[config.mk]
export PLATFORM = sky130hd
export DESIGN_NAME = product_display_driver
export DESIGN_NICKNAME = d
export VERILOG_FILES = /design/src/rtl/seg7_pkg.sv /design/src/rtl/bcd_to_seg7.sv /design/src/rtl/product_display_driver.sv
export SDC_FILE = /design/constraint.sdc
export NUM_CORES = 1
export LEC_CHECK = 0
export BUFFER_PORTS_ARGS = -buffer_cell sky130_fd_sc_hd__buf_2
export CAP_MARGIN = 20
export CORE_MARGIN = 4
export CORE_UTILIZATION = 50
export CTS_CLUSTER_SIZE = 40
export DETAILED_ROUTE_END_ITERATION = 16
export PLACE_DENSITY = 0.66
export REMOVE_ABC_BUFFERS = 1
export SLEW_MARGIN = 20
export SYNTH_ARGS = -nofsm -noshare
export SYNTH_HDL_FRONTEND = slang
export SYNTH_SLANG_ARGS = --single-unit
[constraint.sdc]
create_clock -name clk -period 2.55 [get_ports clk]
set_input_delay 0.1275 -clock clk [delete_from_list [all_inputs] [get_ports clk]]
set_output_delay 0.1275 -clock clk [all_outputs]
set_load 0.02 [all_outputs]
[src/rtl/seg7_pkg.sv]
// Shared constants for the product display: active-low segment codes,
// conversion FSM encoding and digit counts.
package seg7_pkg;

  // {g,f,e,d,c,b,a}, active-low
  localparam logic [6:0] SEG_0     = 7'h40;
  localparam logic [6:0] SEG_1     = 7'h79;
  localparam logic [6:0] SEG_2     = 7'h24;
  localparam logic [6:0] SEG_3     = 7'h30;
  localparam logic [6:0] SEG_4     = 7'h19;
  localparam logic [6:0] SEG_5     = 7'h12;
  localparam logic [6:0] SEG_6     = 7'h02;
  localparam logic [6:0] SEG_7     = 7'h78;
  localparam logic [6:0] SEG_8     = 7'h00;
  localparam logic [6:0] SEG_9     = 7'h10;
  localparam logic [6:0] SEG_MINUS = 7'h3F;
  localparam logic [6:0] SEG_BLANK = 7'h7F;

  typedef logic [1:0] state_t;
  localparam state_t IDLE    = 2'd0;
  localparam state_t CONVERT = 2'd1;
  localparam state_t UPDATE  = 2'd2;

  localparam int NUM_DIGITS = 8;
  localparam int BCD_DIGITS = 5;

  // Double-dabble correction: every nibble >= 5 gets +3 before the shift.
  function automatic logic [4*BCD_DIGITS-1:0] add3_nibbles(input logic [4*BCD_DIGITS-1:0] bcd);
    logic [4*BCD_DIGITS-1:0] res;
    res = bcd;
    for (int i = 0; i < BCD_DIGITS; i++) begin
      if (bcd[4*i +: 4] >= 4'd5) begin
        res[4*i +: 4] = bcd[4*i +: 4] + 4'd3;
      end else begin
        res[4*i +: 4] = bcd[4*i +: 4];
      end
    end
    return res;
  endfunction

endpackage

[src/rtl/bcd_to_seg7.sv]
// Combinational BCD digit to active-low 7-segment decoder with blanking.
module bcd_to_seg7
  import seg7_pkg::*;
(
  input  logic [3:0] digit,
  input  logic       blank,
  output logic [6:0] seg
);

  // Decode one digit; non-BCD codes and blanked positions show nothing.
  always_comb begin
    seg = SEG_BLANK;
    if (blank) begin
      seg = SEG_BLANK;
    end else begin
      case (digit)
        4'd0:    seg = SEG_0;
        4'd1:    seg = SEG_1;
        4'd2:    seg = SEG_2;
        4'd3:    seg = SEG_3;
        4'd4:    seg = SEG_4;
        4'd5:    seg = SEG_5;
        4'd6:    seg = SEG_6;
        4'd7:    seg = SEG_7;
        4'd8:    seg = SEG_8;
        4'd9:    seg = SEG_9;
        default: seg = SEG_BLANK;
      endcase
    end
  end

endmodule

[src/rtl/product_display_driver.sv]
// Latches a signed product, converts its magnitude to BCD one bit per clock
// and scans sign plus up to five digits onto the 8-digit 7-segment display.
module product_display_driver
  import seg7_pkg::*;
#(
  parameter int SCAN_DIV = 100000,
  parameter int DW       = 16
) (
  input  logic          clk,
  input  logic          reset,
  input  logic [DW-1:0] product,
  input  logic          load,
  output logic          busy,
  output logic [7:0]    an,
  output logic [6:0]    seg,
  output logic          dp
);

  localparam int CW  = (SCAN_DIV > 1) ? $clog2(SCAN_DIV) : 1;
  localparam int BW  = 4 * BCD_DIGITS;
  localparam int NW  = $clog2(DW) + 1;
  localparam logic [CW-1:0] SCAN_LAST = CW'(SCAN_DIV - 1);
  localparam logic [NW-1:0] BIT_LAST  = NW'(DW - 1);

  state_t        state_r;
  logic          busy_r;
  logic          sign_r;
  logic [DW-1:0] mag_r;
  logic [BW-1:0] bcd_r;
  logic [NW-1:0] bit_cnt_r;
  logic [BW-1:0] disp_bcd_r;
  logic          disp_sign_r;

  logic [CW-1:0] scan_cnt_r;
  logic [2:0]    scan_idx_r;
  logic [7:0]    an_r;
  logic [6:0]    seg_r;

  logic [BW-1:0] bcd_adj_s;
  logic [2:0]    msd_s;
  logic [3:0]    digit_s;
  logic          blank_s;
  logic          minus_s;
  logic [6:0]    dec_seg_s;

  assign bcd_adj_s = add3_nibbles(bcd_r);

  // Conversion FSM: capture on accepted load, shift DW times, publish.
  always_ff @(posedge clk) begin
    if (reset) begin
      state_r     <= IDLE;
      busy_r      <= 1'b0;
      sign_r      <= 1'b0;
      mag_r       <= '0;
      bcd_r       <= '0;
      bit_cnt_r   <= '0;
      disp_bcd_r  <= '0;
      disp_sign_r <= 1'b0;
    end else begin
      case (state_r)
        IDLE: begin
          if (load) begin
            sign_r    <= product[DW-1];
            mag_r     <= product[DW-1] ? (~product + {{(DW-1){1'b0}}, 1'b1}) : product;
            bcd_r     <= '0;
            bit_cnt_r <= '0;
            busy_r    <= 1'b1;
            state_r   <= CONVERT;
          end else begin
            state_r   <= IDLE;
          end
        end
        CONVERT: begin
          bcd_r     <= {bcd_adj_s[BW-2:0], mag_r[DW-1]};
          mag_r     <= {mag_r[DW-2:0], 1'b0};
          bit_cnt_r <= bit_cnt_r + {{(NW-1){1'b0}}, 1'b1};
          if (bit_cnt_r == BIT_LAST) begin
            state_r <= UPDATE;
          end else begin
            state_r <= CONVERT;
          end
        end
        UPDATE: begin
          disp_bcd_r  <= bcd_r;
          disp_sign_r <= sign_r;
          busy_r      <= 1'b0;
          state_r     <= IDLE;
        end
        default: begin
          busy_r  <= 1'b0;
          state_r <= IDLE;
        end
      endcase
    end
  end

  // Most significant non-zero digit; digit 0 is always shown.
  always_comb begin
    msd_s = 3'd0;
    if (disp_bcd_r[19:16] != 4'd0) begin
      msd_s = 3'd4;
    end else if (disp_bcd_r[15:12] != 4'd0) begin
      msd_s = 3'd3;
    end else if (disp_bcd_r[11:8] != 4'd0) begin
      msd_s = 3'd2;
    end else if (disp_bcd_r[7:4] != 4'd0) begin
      msd_s = 3'd1;
    end else begin
      msd_s = 3'd0;
    end
  end

  // Digit mux for the currently scanned position.
  always_comb begin
    digit_s = 4'd0;
    blank_s = 1'b1;
    minus_s = 1'b0;
    case (scan_idx_r)
      3'd0:    digit_s = disp_bcd_r[3:0];
      3'd1:    digit_s = disp_bcd_r[7:4];
      3'd2:    digit_s = disp_bcd_r[11:8];
      3'd3:    digit_s = disp_bcd_r[15:12];
      3'd4:    digit_s = disp_bcd_r[19:16];
      default: digit_s = 4'd0;
    endcase
    if (scan_idx_r <= msd_s) begin
      blank_s = 1'b0;
    end else if ((scan_idx_r == msd_s + 3'd1) && disp_sign_r && (disp_bcd_r != '0)) begin
      minus_s = 1'b1;
    end else begin
      blank_s = 1'b1;
    end
  end

  bcd_to_seg7 u_dec (
    .digit (digit_s),
    .blank (blank_s),
    .seg   (dec_seg_s)
  );

  // Scan timing and registered anode/segment drive.
  always_ff @(posedge clk) begin
    if (reset) begin
      scan_cnt_r <= '0;
      scan_idx_r <= 3'd0;
      an_r       <= 8'hFF;
      seg_r      <= SEG_BLANK;
    end else begin
      if (scan_cnt_r == SCAN_LAST) begin
        scan_cnt_r <= '0;
        scan_idx_r <= scan_idx_r + 3'd1;
      end else begin
        scan_cnt_r <= scan_cnt_r + {{(CW-1){1'b0}}, 1'b1};
      end
      an_r  <= ~(8'h01 << scan_idx_r);
      seg_r <= minus_s ? SEG_MINUS : dec_seg_s;
    end
  end

  assign busy = busy_r;
  assign an   = an_r;
  assign seg  = seg_r;
  assign dp   = 1'b1;

endmodule

# == After elaboration in Yosys (flattened, before gate mapping) ==
# Memories as Yosys holds them, arrays and structs flattened.
# Index checks and enable logic that the tools add are counted.
# word_totals
output_inout_bits,17
memories,1
register_bits,101
rom_bits,112
# memory_table
name,words,width,rd,rd_ports_with_merged_regs,wr,line_no,source
(name not given),16,7,1,0,0,bcd_to_seg7.sv:16,case (digit)
# classes
n_lt_le_gt_ge,6
n_mux,26
eq_ne,10
add_sub_neg,10
n_reduce_logical,15
n_shift,1
bitwise_logic,4
# op_table
op,count
$pmux 20 s2,1
$mux 16,2
$pmux 16 s2,1
$ge 4x3->1 const B,5
$mux 20,1
$pmux 4 s5,1
$reduce_bool 20->1,1
$add 17x1->17 const B,1
$eq 17x17->1 const B,1
$add 16x1->16 const B,1
$add 4x2->4 const B,4
$mux 4,4
$not 16->16,1
$reduce_bool 4->1,4
$mux 7,2
$pmux 5 s2,1
$not 8->8,1
$shl 1x3->8 const A,1
$add 3x1->3 const B,2
$eq 3x2->1 const B,2
$mux 2,3
$mux 3,2
$reduce_and 2->1,3
$add 5x1->5 const B,1
20 further kinds,26

# == Depth between registers and ports, before layout ==
# Gate-level depths: netlist of the first run.
# logic_depth
word_depth,12
mapped_depth,10
mapped_depth_nobuf,10

# == Modules after synthesis ==
# Synthesis of the first run repeated with hierarchy kept, for this count alone.
# hier_totals
cells_unflattened,588
area_unflattened_um2,4981.0
# modules_own_cells
mod,seq_area_each_um2,instances,area_per_inst_um2,cells_per_inst
product_display_driver,2021.9,1,4744.6,555
bcd_to_seg7,0.0,1,236.5,33

# == Worst setup path after synthesis of the first run ==
# Ideal clock, no wire load.
# synth_path
path_type,register to register
start,register disp_bcd_r[19]
end,"register seg_r[0], in the netlist seg[0]"
required_time_ns,2.411
period_less_slack_ns,2.294
arrival_ns,2.155
slack_ns,0.256
path_buffers,0
stages_incl_launch_ff,10
cell_sequence,dfxtp_1 or4_1 inv_1 nand2_1 ha_1 nor2b_1 o21a_1 o31a_1 a21oi_1 o21ai_0
# synth_between
elab_chain_len,9
elab_cells_between_ends,14
# synth_lines
element,line_no,source
start: declaration,product_display_driver.sv:31,logic [BW-1:0] disp_bcd_r;
start signal: assignment,product_display_driver.sv:84,disp_bcd_r <= bcd_r;
$reduce_bool 4->1,product_display_driver.sv:100,if (disp_bcd_r[19:16] != 4'd0) begin
$mux 3,product_display_driver.sv:100,
$add 3x1->3,product_display_driver.sv:128,end else if ((scan_idx_r == msd_s + 3'd1) && disp_sign_r && (disp_bcd_r != '0)) begin
$eq 3x3->1,product_display_driver.sv:128,
$logic_and 1x1->1 (2 in a row),product_display_driver.sv:128,
$mux 1,product_display_driver.sv:128,
$mux 1,product_display_driver.sv:126,if (scan_idx_r <= msd_s) begin
$reduce_or 3->1 (no line),n/a,
end signal: assignment,product_display_driver.sv:156,seg_r <= minus_s ? SEG_MINUS : dec_seg_s;
end: declaration,product_display_driver.sv:37,logic [6:0] seg_r;
# Several ways; a longest one is shown, not always the timed one.
# A chain may end at the register's enable or synchronous reset.

# == Worst setup path in the final report of the first run ==
# layout_path
start,register disp_bcd_r[19]
end,"register seg_r[3], in the netlist seg[3]"
# Same word-level chain as after synthesis.

==> impl_metrics.env, run 1 <==
export IMPL_io_pins=36
export IMPL_multi_input_area_sq_um=2586
export IMPL_crit_path_max_fanout=5
export IMPL_cp_cell_sequence="or4_4, inv_2, nand2_1, ha_1, nor2b_1, o21a_1, o31a_1, a21oi_2, o21ai_0"
export IMPL_critPathKind="flip-flop to flip-flop"
export IMPL_fp_dieArea_sq_um=11180
export IMPL_clk_path_buf_depth=2
export IMPL_synth_seq_area_share_pct=42.34
export IMPL_avgRoutedWirePerCell_microns=13.82
export IMPL_critPathMaxStageDelay_ns=0.56
export IMPL_synth_warnings=0
export IMPL_clkSinkCount=101
export IMPL_power_leakage_nw=1.993
export IMPL_slew_headroom_pct=31.26
export IMPL_cts_clk_slew_worst_paths_ns=0.10
export IMPL_synth_xor_xnor_area_share_pct=7.519
export IMPL_yosysTopAreaCellShare_pct=42.34
export IMPL_layout_drive_gt1_share_pct=11.19
export IMPL_via_per_inst=5.477
export IMPL_nets=642
export IMPL_synth_area_top_cells="dfxtp_1 42%, ha_1 7.6%, nand2_1 6.4%, nor2_1 4.7%, a21oi_1 4.2%"
export IMPL_synth_distinct_cells=48
export IMPL_p_per_area_nw_per_um2=532.0
export IMPL_finalSetupTns_ns=0
export IMPL_drc=0
export IMPL_synth_compound_area_share_pct=18.21
export IMPL_yosysTopAreaCell="dfxtp_1"
export IMPL_max_freq_mhz=416.5
export IMPL_critPathCaptureType="flip-flop"
export IMPL_status="finished, final reports clean"
export IMPL_cp_required_ns=2.79
export IMPL_final_cell_mix="101 x dfxtp_1, 81 x nand2_1, 60 x nor2_1, 39 x a21oi_1, 34 x buf_2"
export IMPL_final_antenna_net_count=0
export IMPL_setup_viol=0
export IMPL_area_growth_pct=10.43
export IMPL_clock_skew_ns=0.007963
export IMPL_gp_congestion=0.8226
export IMPL_clk_latency_ns=0.37
export IMPL_synth_cells=566
export IMPL_die_y_microns=105.7
export IMPL_antenna_found_initial=0
export IMPL_nFillCells=866
export IMPL_r2r_start="disp_bcd_r[19]"
export IMPL_synth_ff_type="dfxtp_1"
export IMPL_period_share_pct=94.15
export IMPL_grt_max_degree=39
export IMPL_r2r_setup_slack_ns=0.15
export IMPL_cp_start_kind="flip-flop"
export IMPL_grt_pass1_vias=3744
export IMPL_start_util_pct=51.44
export IMPL_syn_cell_area_sq_um=4776
export IMPL_synthAdderAreaFrac_pct=7.598
export IMPL_period_needed_ns=2.401
export IMPL_design_core_area_sq_um=9284
export IMPL_antenna_cells=0
export IMPL_regArea_sq_um=2022
export IMPL_timing_final_ws_setup_ns=0.1491
export IMPL_num_vias=3987
export IMPL_critPathLaunch="disp_bcd_r[19]"
export IMPL_ir_worst_vdd_mv=0.3829
export IMPL_first_iter_violations=220
export IMPL_place_inst=712
export IMPL_cts_setup_buffers=0
export IMPL_syn_area_per_cell_sq_um=8.438
export IMPL_synthArstFlopShare_pct=0
export IMPL_hold_path_class="input pin to flip-flop"
export IMPL_numCtsBuffers=9
export IMPL_io_buffers=34
export IMPL_rr_endpoint="seg[3]"
export IMPL_dpl_cell_area_sq_um=5070
export IMPL_synth_top_family_by_area="simple AND/OR/NAND/NOR gates"
export IMPL_hpwl_microns=7227
export IMPL_max_cap_violations=0
export IMPL_final_common_cell="dfxtp_1"
export IMPL_synth_edff_count=0
export IMPL_synth_mux_area_share_pct=1.074
export IMPL_worst_pin_slew_ns=1.027
export IMPL_dr_pass1_iters=7
export IMPL_cp_endpoint="seg[3]"
export IMPL_rsz0062_at_grt="no"
export IMPL_drv_slew=0
export IMPL_placementRows=35
export IMPL_cpMaxStageDelayCell="or4_4"
export IMPL_routed_wirelength_microns=10060
export IMPL_hold_viol_final=0
export IMPL_htree_levels=3
export IMPL_final_area_sq_um=5274
export IMPL_dp_slack_ns=0.02471
export IMPL_synth_seq_cells=101
export IMPL_clockRootBuffer="clkbuf_8"
export IMPL_worstPathArrival_ns=2.64
export IMPL_reg2reg_depth=9
export IMPL_cts_tree="yes"
export IMPL_synthSimpleGateAreaFrac_pct=19.26
export IMPL_instances_no_fill=728
export IMPL_grtUsageTotal_pct=18.55
export IMPL_grt_pass1_wl_microns=17140
export IMPL_die_w_microns=105.7
export IMPL_grt_overflow=0
==> logic make-up after synthesis <==
group / Yosys count
compound gates: 135
xor+xnor: 41
fa+ha+maj: 29
buf+inv: 49
flops: 101
mux: 5
other cells: 1
simple gates: 205
==> cell usage after synthesis (2+ instances only) <==
library cell	instances
o21ai_0	34
a211oi_1	2
ha_1	29
a21boi_0	3
nand2_1	81
dfxtp_1	101
inv_1	24
nand4_1	4
a22oi_1	9
xor2_1	20
mux2i_1	4
a32oi_1	4
nor4_1	8
a2111oi_0	2
o211ai_1	3
a22o_1	4
o31ai_1	8
a21oi_1	40
o21a_1	2
xnor2_1	21
nand2b_1	14
nand3_1	13
a222oi_1	8
o22ai_1	6
nor2b_1	3
and3_1	6
nor2_1	60
o31a_1	2
clkbuf_1	24
nor3_1	9
==> sequential cells by signal, indices dropped and copies added, names as in the netlist, 2 cells and up <==
signal / count
seg: 7
mag_r: 16
scan_idx_r: 3
an: 8
disp_bcd_r: 20
scan_cnt_r: 17
bcd_r: 20
state_r: 2
bit_cnt_r: 5
==> repair_timing <==
item | 4_1_cts | 5_1_grt
endpoints found under the setup margin | 0 | 6
hold buffers | 0 | 0
gates resized for setup | 0 | 6
endpoints found under the hold margin | 0 | 0
==> worst max-delay path: cells and delay by family (launching register included) <==
| family | cells | cell delay [ns] |
|---|---|---|
| compound gates | 4 | 0.75 |
| simple gates | 3 | 0.78 |
| fa+ha+maj | 1 | 0.31 |
| flops | 1 | 0.34 |
| buf+inv | 1 | 0.09 |
==> how the worst min path moves through the flow <==
| stage | to | start | cells past startpoint | slack (ns) |
|---|---|---|---|---|
| final | mag_r[0] | product[0] | 3 | 0.04 |
| after floorplan | bcd_r[19] | reset | 1 | 0.20 |
| after global placement | mag_r[0] | product[0] | 3 | 0.42 |
| after global routing | mag_r[0] | product[0] | 3 | 0.07 |
| after CTS | mag_r[0] | product[0] | 3 | 0.03 |
| after detailed placement | mag_r[0] | product[0] | 3 | 0.43 |
==> stage by stage <==
step | hold WS, ns | utilization, % | power, mW
2_1_floorplan | 0.1966 | - | 1.781
5_1_grt | 0.07081 | 56.81 | 2.915
3_5_place_dp | 0.4273 | 54.61 | 1.872
3_3_place_gp | 0.4163 | 54.61 | 1.866
6_report | 0.03767 | 56.81 | 2.806
4_1_cts | 0.02530 | 56.59 | 2.835
==> layer usage <==
layer | track usage (%) | wire (microns) | share of wire [%]
met5 | 0 | 0 | 0
met3 | 4.103 | 401 | 4.0
met2 | 31.28 | 4792 | 48
met4 | 5.643 | 100 | 0.99
met1 | 23.69 | 4766 | 47
==> power breakdown <==
part	leakage, nW	internal [mW]	switching (mW)
logic	1.08	0.0765	0.127
registers	0.821	1.61	0.0201
clock network	0.0905	0.393	0.577
total	1.99	2.08	0.725
==> final cells by class <==
cell class / count / share of cell area [%]
multi-input combinational: 416 / 49.04
timing repair buffer: 42 / 4.365
clock buffer: 11 / 2.681
tap: 129 / 3.061
clock inverter: 5 / 0.8066
inverter: 24 / 1.708
sequential: 101 / 38.34
Power figures use the tool's default switching activity.
==> run 2: changes to the inputs <==
--- a/config.mk
+++ b/config.mk
@@ -8,10 +8,10 @@
 export BUFFER_PORTS_ARGS = -buffer_cell sky130_fd_sc_hd__buf_2
 export CAP_MARGIN = 20
 export CORE_MARGIN = 4
-export CORE_UTILIZATION = 50
+export CORE_UTILIZATION = 60
 export CTS_CLUSTER_SIZE = 40
 export DETAILED_ROUTE_END_ITERATION = 16
-export PLACE_DENSITY = 0.66
+export PLACE_DENSITY = 0.78
 export REMOVE_ABC_BUFFERS = 1
 export SLEW_MARGIN = 20
 export SYNTH_ARGS = -nofsm -noshare
==> impl_metrics.env, run 2 (same netlist as run 1, synthesis figures left out) <==
export IMPL_critPathKind="flip-flop to flip-flop"
export IMPL_timing_final_ws_setup_ns=0.1722
export IMPL_cts_tree="yes"
export IMPL_grt_pass1_vias=3839
export IMPL_clk_latency_ns=0.36
export IMPL_period_needed_ns=2.378
export IMPL_io_buffers=34
export IMPL_finalSetupTns_ns=0
export IMPL_setup_viol=0
export IMPL_dpl_cell_area_sq_um=5036
export IMPL_placementRows=32
export IMPL_hold_path_depth=3
export IMPL_multi_input_area_sq_um=2574
export IMPL_max_cap_violations=0
export IMPL_drc=0
export IMPL_max_freq_mhz=420.6
export IMPL_dp_slack_ns=0.04429
export IMPL_final_area_sq_um=5223
export IMPL_ir_worst_vdd_mv=0.3497
export IMPL_grt_overflow=0
export IMPL_via_per_inst=5.708
export IMPL_drv_slew=0
export IMPL_gp_congestion=0.8653
export IMPL_num_vias=3990
export IMPL_grt_max_degree=34
export IMPL_routed_wirelength_microns=9882
export IMPL_start_util_pct=61.80
export IMPL_critPathCaptureType="flip-flop"
export IMPL_final_antenna_net_count=0
export IMPL_p_per_area_nw_per_um2=534.9
export IMPL_cp_required_ns=2.78
export IMPL_regArea_sq_um=2022
export IMPL_worst_pin_slew_ns=1.047
export IMPL_holdWs_ns=0.06163
export IMPL_io_pins=36
export IMPL_hold_path_class="input pin to flip-flop"
export IMPL_grt_pass1_wl_microns=17240
export IMPL_die_y_microns=97.22
export IMPL_clock_skew_ns=0.007371
export IMPL_slew_headroom_pct=29.92
export IMPL_fp_dieArea_sq_um=9451
export IMPL_dr_pass1_iters=5
export IMPL_status="finished, final reports clean"
export IMPL_cts_clk_slew_worst_paths_ns=0.09
export IMPL_reg2reg_depth=9
export IMPL_hpwl_microns=7114
export IMPL_rsz0062_at_grt="no"
export IMPL_finalPower_mw=2.793
export IMPL_cp_start_kind="flip-flop"
export IMPL_first_iter_violations=323
export IMPL_clkSinkCount=101
export IMPL_final_common_cell="dfxtp_1"
export IMPL_antenna_found_initial=0
export IMPL_instances_no_fill=699
export IMPL_antenna_cells=0
export IMPL_grtUsageTotal_pct=21.55
export IMPL_die_w_microns=97.22
export IMPL_avgRoutedWirePerCell_microns=14.14
export IMPL_clk_path_buf_depth=2
export IMPL_post_cts_resized=0
export IMPL_area_growth_pct=9.353
export IMPL_nets=642
export IMPL_ctsHoldBuffers=0
export IMPL_period_share_pct=93.25
export IMPL_htree_levels=3
export IMPL_worstPathArrival_ns=2.61
export IMPL_layout_drive_gt1_share_pct=10.39
export IMPL_fin_util_pct=67.58
export IMPL_nFillCells=659
export IMPL_final_cell_mix="101 x dfxtp_1, 81 x nand2_1, 60 x nor2_1, 39 x a21oi_1, 34 x buf_2"
export IMPL_clockRootBuffer="clkbuf_8"
export IMPL_power_leakage_nw=1.987
export IMPL_crit_path_max_fanout=5
export IMPL_reg_largest_list="bcd_r x20, disp_bcd_r x20, scan_cnt_r x17"
export IMPL_place_inst=685
export IMPL_hold_viol_final=0
export IMPL_numCtsBuffers=9
export IMPL_design_core_area_sq_um=7727
export IMPL_cts_setup_buffers=0
-- run 2: cell count changes in the layout (fill, tap and decap cells not counted), sizes merged --
cell / previous run / this run
bufinv: 0 / 1
clkbuf: 11 / 10
inv: 26 / 24
-- run 2: worst paths after layout --
| path | startpoint | to | slack, ns |
|---|---|---|---|
| worst min register to register | mag_r[1] | mag_r[1] | 0.46 |
| worst max register to register | disp_bcd_r[19] | seg[5] | 0.17 |
| worst max-delay path | disp_bcd_r[19] | seg[5] | 0.17 |
| worst min-delay path | product[0] | mag_r[0] | 0.06 |
-- run 2: per-layer routing --
metal / vias to the layer above / part of all wire, % / global-route usage [%]
li1: 2018 / - / -
met1: 1862 / 44 / 27.13
met2: 98 / 49 / 36.94
met3: 12 / 5.5 / 4.307
met4: 0 / 1.2 / 7.242
met5: - / 0 / 0
-- run 2: layout make-up --
type	instances	area share [%]
clock buffers	10	2.444
clock inverters	4	0.9823
inverters	24	1.725
multi-input cells	416	49.28
flip-flops and latches	101	38.72
well taps	102	2.444
repair buffers	42	4.408
-- run 2: report_power, final --
group | internal (mW) | switching [mW] | leakage, nW
clock | 0.443 | 0.514 | 0.0882
sequential | 1.61 | 0.0204 | 0.821
combinational | 0.0763 | 0.128 | 1.08
-- run 2: critical path, stage by stage, from the launching register on --
cell and delay [ns]:
dfxtp_1 0.33, or4_4 0.54, inv_1 0.11, nand2_1 0.07, ha_1 0.31, nor2b_1 0.14
o21a_1 0.17, o31a_1 0.27, a21oi_2 0.19, o21ai_0 0.11
==> run 3: changes to the inputs <==
--- a/config.mk
+++ b/config.mk
@@ -7,7 +7,6 @@
 export LEC_CHECK = 0
 export BUFFER_PORTS_ARGS = -buffer_cell sky130_fd_sc_hd__buf_2
 export CAP_MARGIN = 20
-export CORE_MARGIN = 4
 export CORE_UTILIZATION = 60
 export CTS_CLUSTER_SIZE = 40
 export DETAILED_ROUTE_END_ITERATION = 16
==> impl_metrics.env, run 3 (same netlist as run 1, synthesis figures left out) <==
export IMPL_period_share_pct=94.49
export IMPL_worstPathArrival_ns=2.63
export IMPL_nFillCells=652
export IMPL_start_util_pct=61.80
export IMPL_cp_cell_sequence="or4_1, inv_2, nand2_1, ha_1, nor2b_1, o21a_1, o31a_1, a21oi_2, o21ai_0"
export IMPL_numCtsBuffers=9
export IMPL_die_w_microns=91.22
export IMPL_routed_wirelength_microns=9771
export IMPL_placementRows=32
export IMPL_status="complete, but fails checks"
export IMPL_clk_path_buf_depth=2
export IMPL_worst_pin_slew_ns=0.9567
export IMPL_cts_setup_buffers=0
export IMPL_finalSetupTns_ns=0
export IMPL_avgRoutedWirePerCell_microns=13.96
export IMPL_drv_slew=0
export IMPL_cts_clk_slew_worst_paths_ns=0.09
export IMPL_critPathCaptureType="flip-flop"
export IMPL_final_cell_mix="101 x dfxtp_1, 81 x nand2_1, 60 x nor2_1, 39 x a21oi_1, 34 x buf_2"
export IMPL_htree_levels=3
export IMPL_dr_pass1_iters=11
export IMPL_num_vias=3990
export IMPL_finalPower_mw=2.823
export IMPL_first_iter_violations=295
export IMPL_r2r_setup_slack_ns=0.14
export IMPL_antenna_found_initial=0
export IMPL_clk_latency_ns=0.36
export IMPL_die_y_microns=91.22
export IMPL_p_per_area_nw_per_um2=539.7
export IMPL_hold_viol_final=0
export IMPL_clock_skew_ns=0.01232
export IMPL_hold_path_class="input pin to flip-flop"
export IMPL_rsz0062_at_grt="no"
export IMPL_grt_max_degree=35
export IMPL_period_needed_ns=2.409
export IMPL_setup_viol=0
export IMPL_slew_headroom_pct=35.99
export IMPL_grt_pass1_wl_microns=17230
export IMPL_r2r_start="disp_bcd_r[19]"
export IMPL_grt_pass1_vias=3922
export IMPL_critPathBufInv=1
export IMPL_ir_worst_vdd_mv=0.3359
export IMPL_path_delay_family="simple AND/OR/NAND/NOR gates"
export IMPL_critPathLaunch="disp_bcd_r[19]"
export IMPL_gp_congestion=0.8251
export IMPL_cts_tree="yes"
export IMPL_grtUsageTotal_pct=25.59
export IMPL_critPathMaxStageDelay_ns=0.58
export IMPL_grt_overflow=0
export IMPL_fin_util_pct=67.70
export IMPL_antenna_cells=0
export IMPL_max_cap_violations=0
export IMPL_final_antenna_net_count=0
export IMPL_power_leakage_nw=1.993
export IMPL_hold_start="product[0]"
export IMPL_reg_largest_list="bcd_r x20, disp_bcd_r x20, scan_cnt_r x17"
export IMPL_cp_start_kind="flip-flop"
export IMPL_design_core_area_sq_um=7727
export IMPL_final_common_cell="dfxtp_1"
export IMPL_io_buffers=34
export IMPL_clkSinkCount=101
export IMPL_fp_dieArea_sq_um=8320
export IMPL_violations="DRC"
export IMPL_via_per_inst=5.700
export IMPL_clockRootBuffer="clkbuf_8"
export IMPL_instances_no_fill=700
export IMPL_cp_required_ns=2.77
export IMPL_crit_path_max_fanout=5
export IMPL_nets=642
export IMPL_critPathKind="flip-flop to flip-flop"
export IMPL_max_freq_mhz=415.0
export IMPL_area_growth_pct=9.536
export IMPL_io_pins=36
export IMPL_cpMaxStageDelayCell="or4_1"
export IMPL_drc=1
export IMPL_hpwl_microns=7010
export IMPL_layout_drive_gt1_share_pct=10.37
export IMPL_place_inst=685
[run 3: cell count changes in the layout (fill, tap and decap cells not counted), sizes merged]
| cell | before | now |
|---|---|---|
| clkbuf | 10 | 12 |
| clkinv | 2 | 1 |
[run 3: repair_timing]
action | CTS | global route
endpoints found under the hold margin | 0 | 0
setup endpoints to repair | 0 | 5
resized for setup | 0 | 3
hold buffers | 0 | 0
[run 3: through the flow]
stage	area (sq um)	hold slack (ns)	setup WS (ns)
CTS	5228	0.03849	0.03076
floorplan	4678	0.1966	0.2559
detailed placement	5036	0.4227	0.04648
global route	5231	0.05272	0.003885
finish	5231	0.05362	0.1406
global placement	5036	0.4161	0.1129
[run 3: cell type report]
class,count,area [sq um],area share [%]
multi-input cells,416,2570,49.13
repair buffers,42,230.2,4.401
well taps,102,127.6,2.440
clock inverters,3,46.29,0.8850
flip-flops and latches,101,2022,38.65
clock buffers,12,145.1,2.774
inverters,24,90.09,1.722
[run 3: report_power, final]
group | switching [mW] | total, mW | internal, mW
logic | 0.125 | 0.202 | 0.0765
registers | 0.0205 | 1.63 | 1.61
clock network | 0.512 | 0.990 | 0.478
[run 3: worst reg2reg max path: stages (launching register included)]
cell     delay (ns)
dfxtp_1        0.33
or4_1          0.58
inv_2          0.10
nand2_1        0.08
ha_1           0.31
nor2b_1        0.14
o21a_1         0.17
o31a_1         0.27
a21oi_2        0.18
o21ai_0        0.11
[run 3: layer usage]
metal	routed length [microns]	global-route usage, %	vias up
met2	4943	45.90	84
li1	-	-	2026
met4	149	8.862	0
met1	4317	30.08	1862
met5	0	0	-
met3	359	5.444	18
[run 3: final timing paths]
check,endpoint,depth (start not counted)
setup / recovery,seg[5],9
hold reg to reg,mag_r[1],2
hold / removal,mag_r[0],3
setup reg to reg,seg[5],9
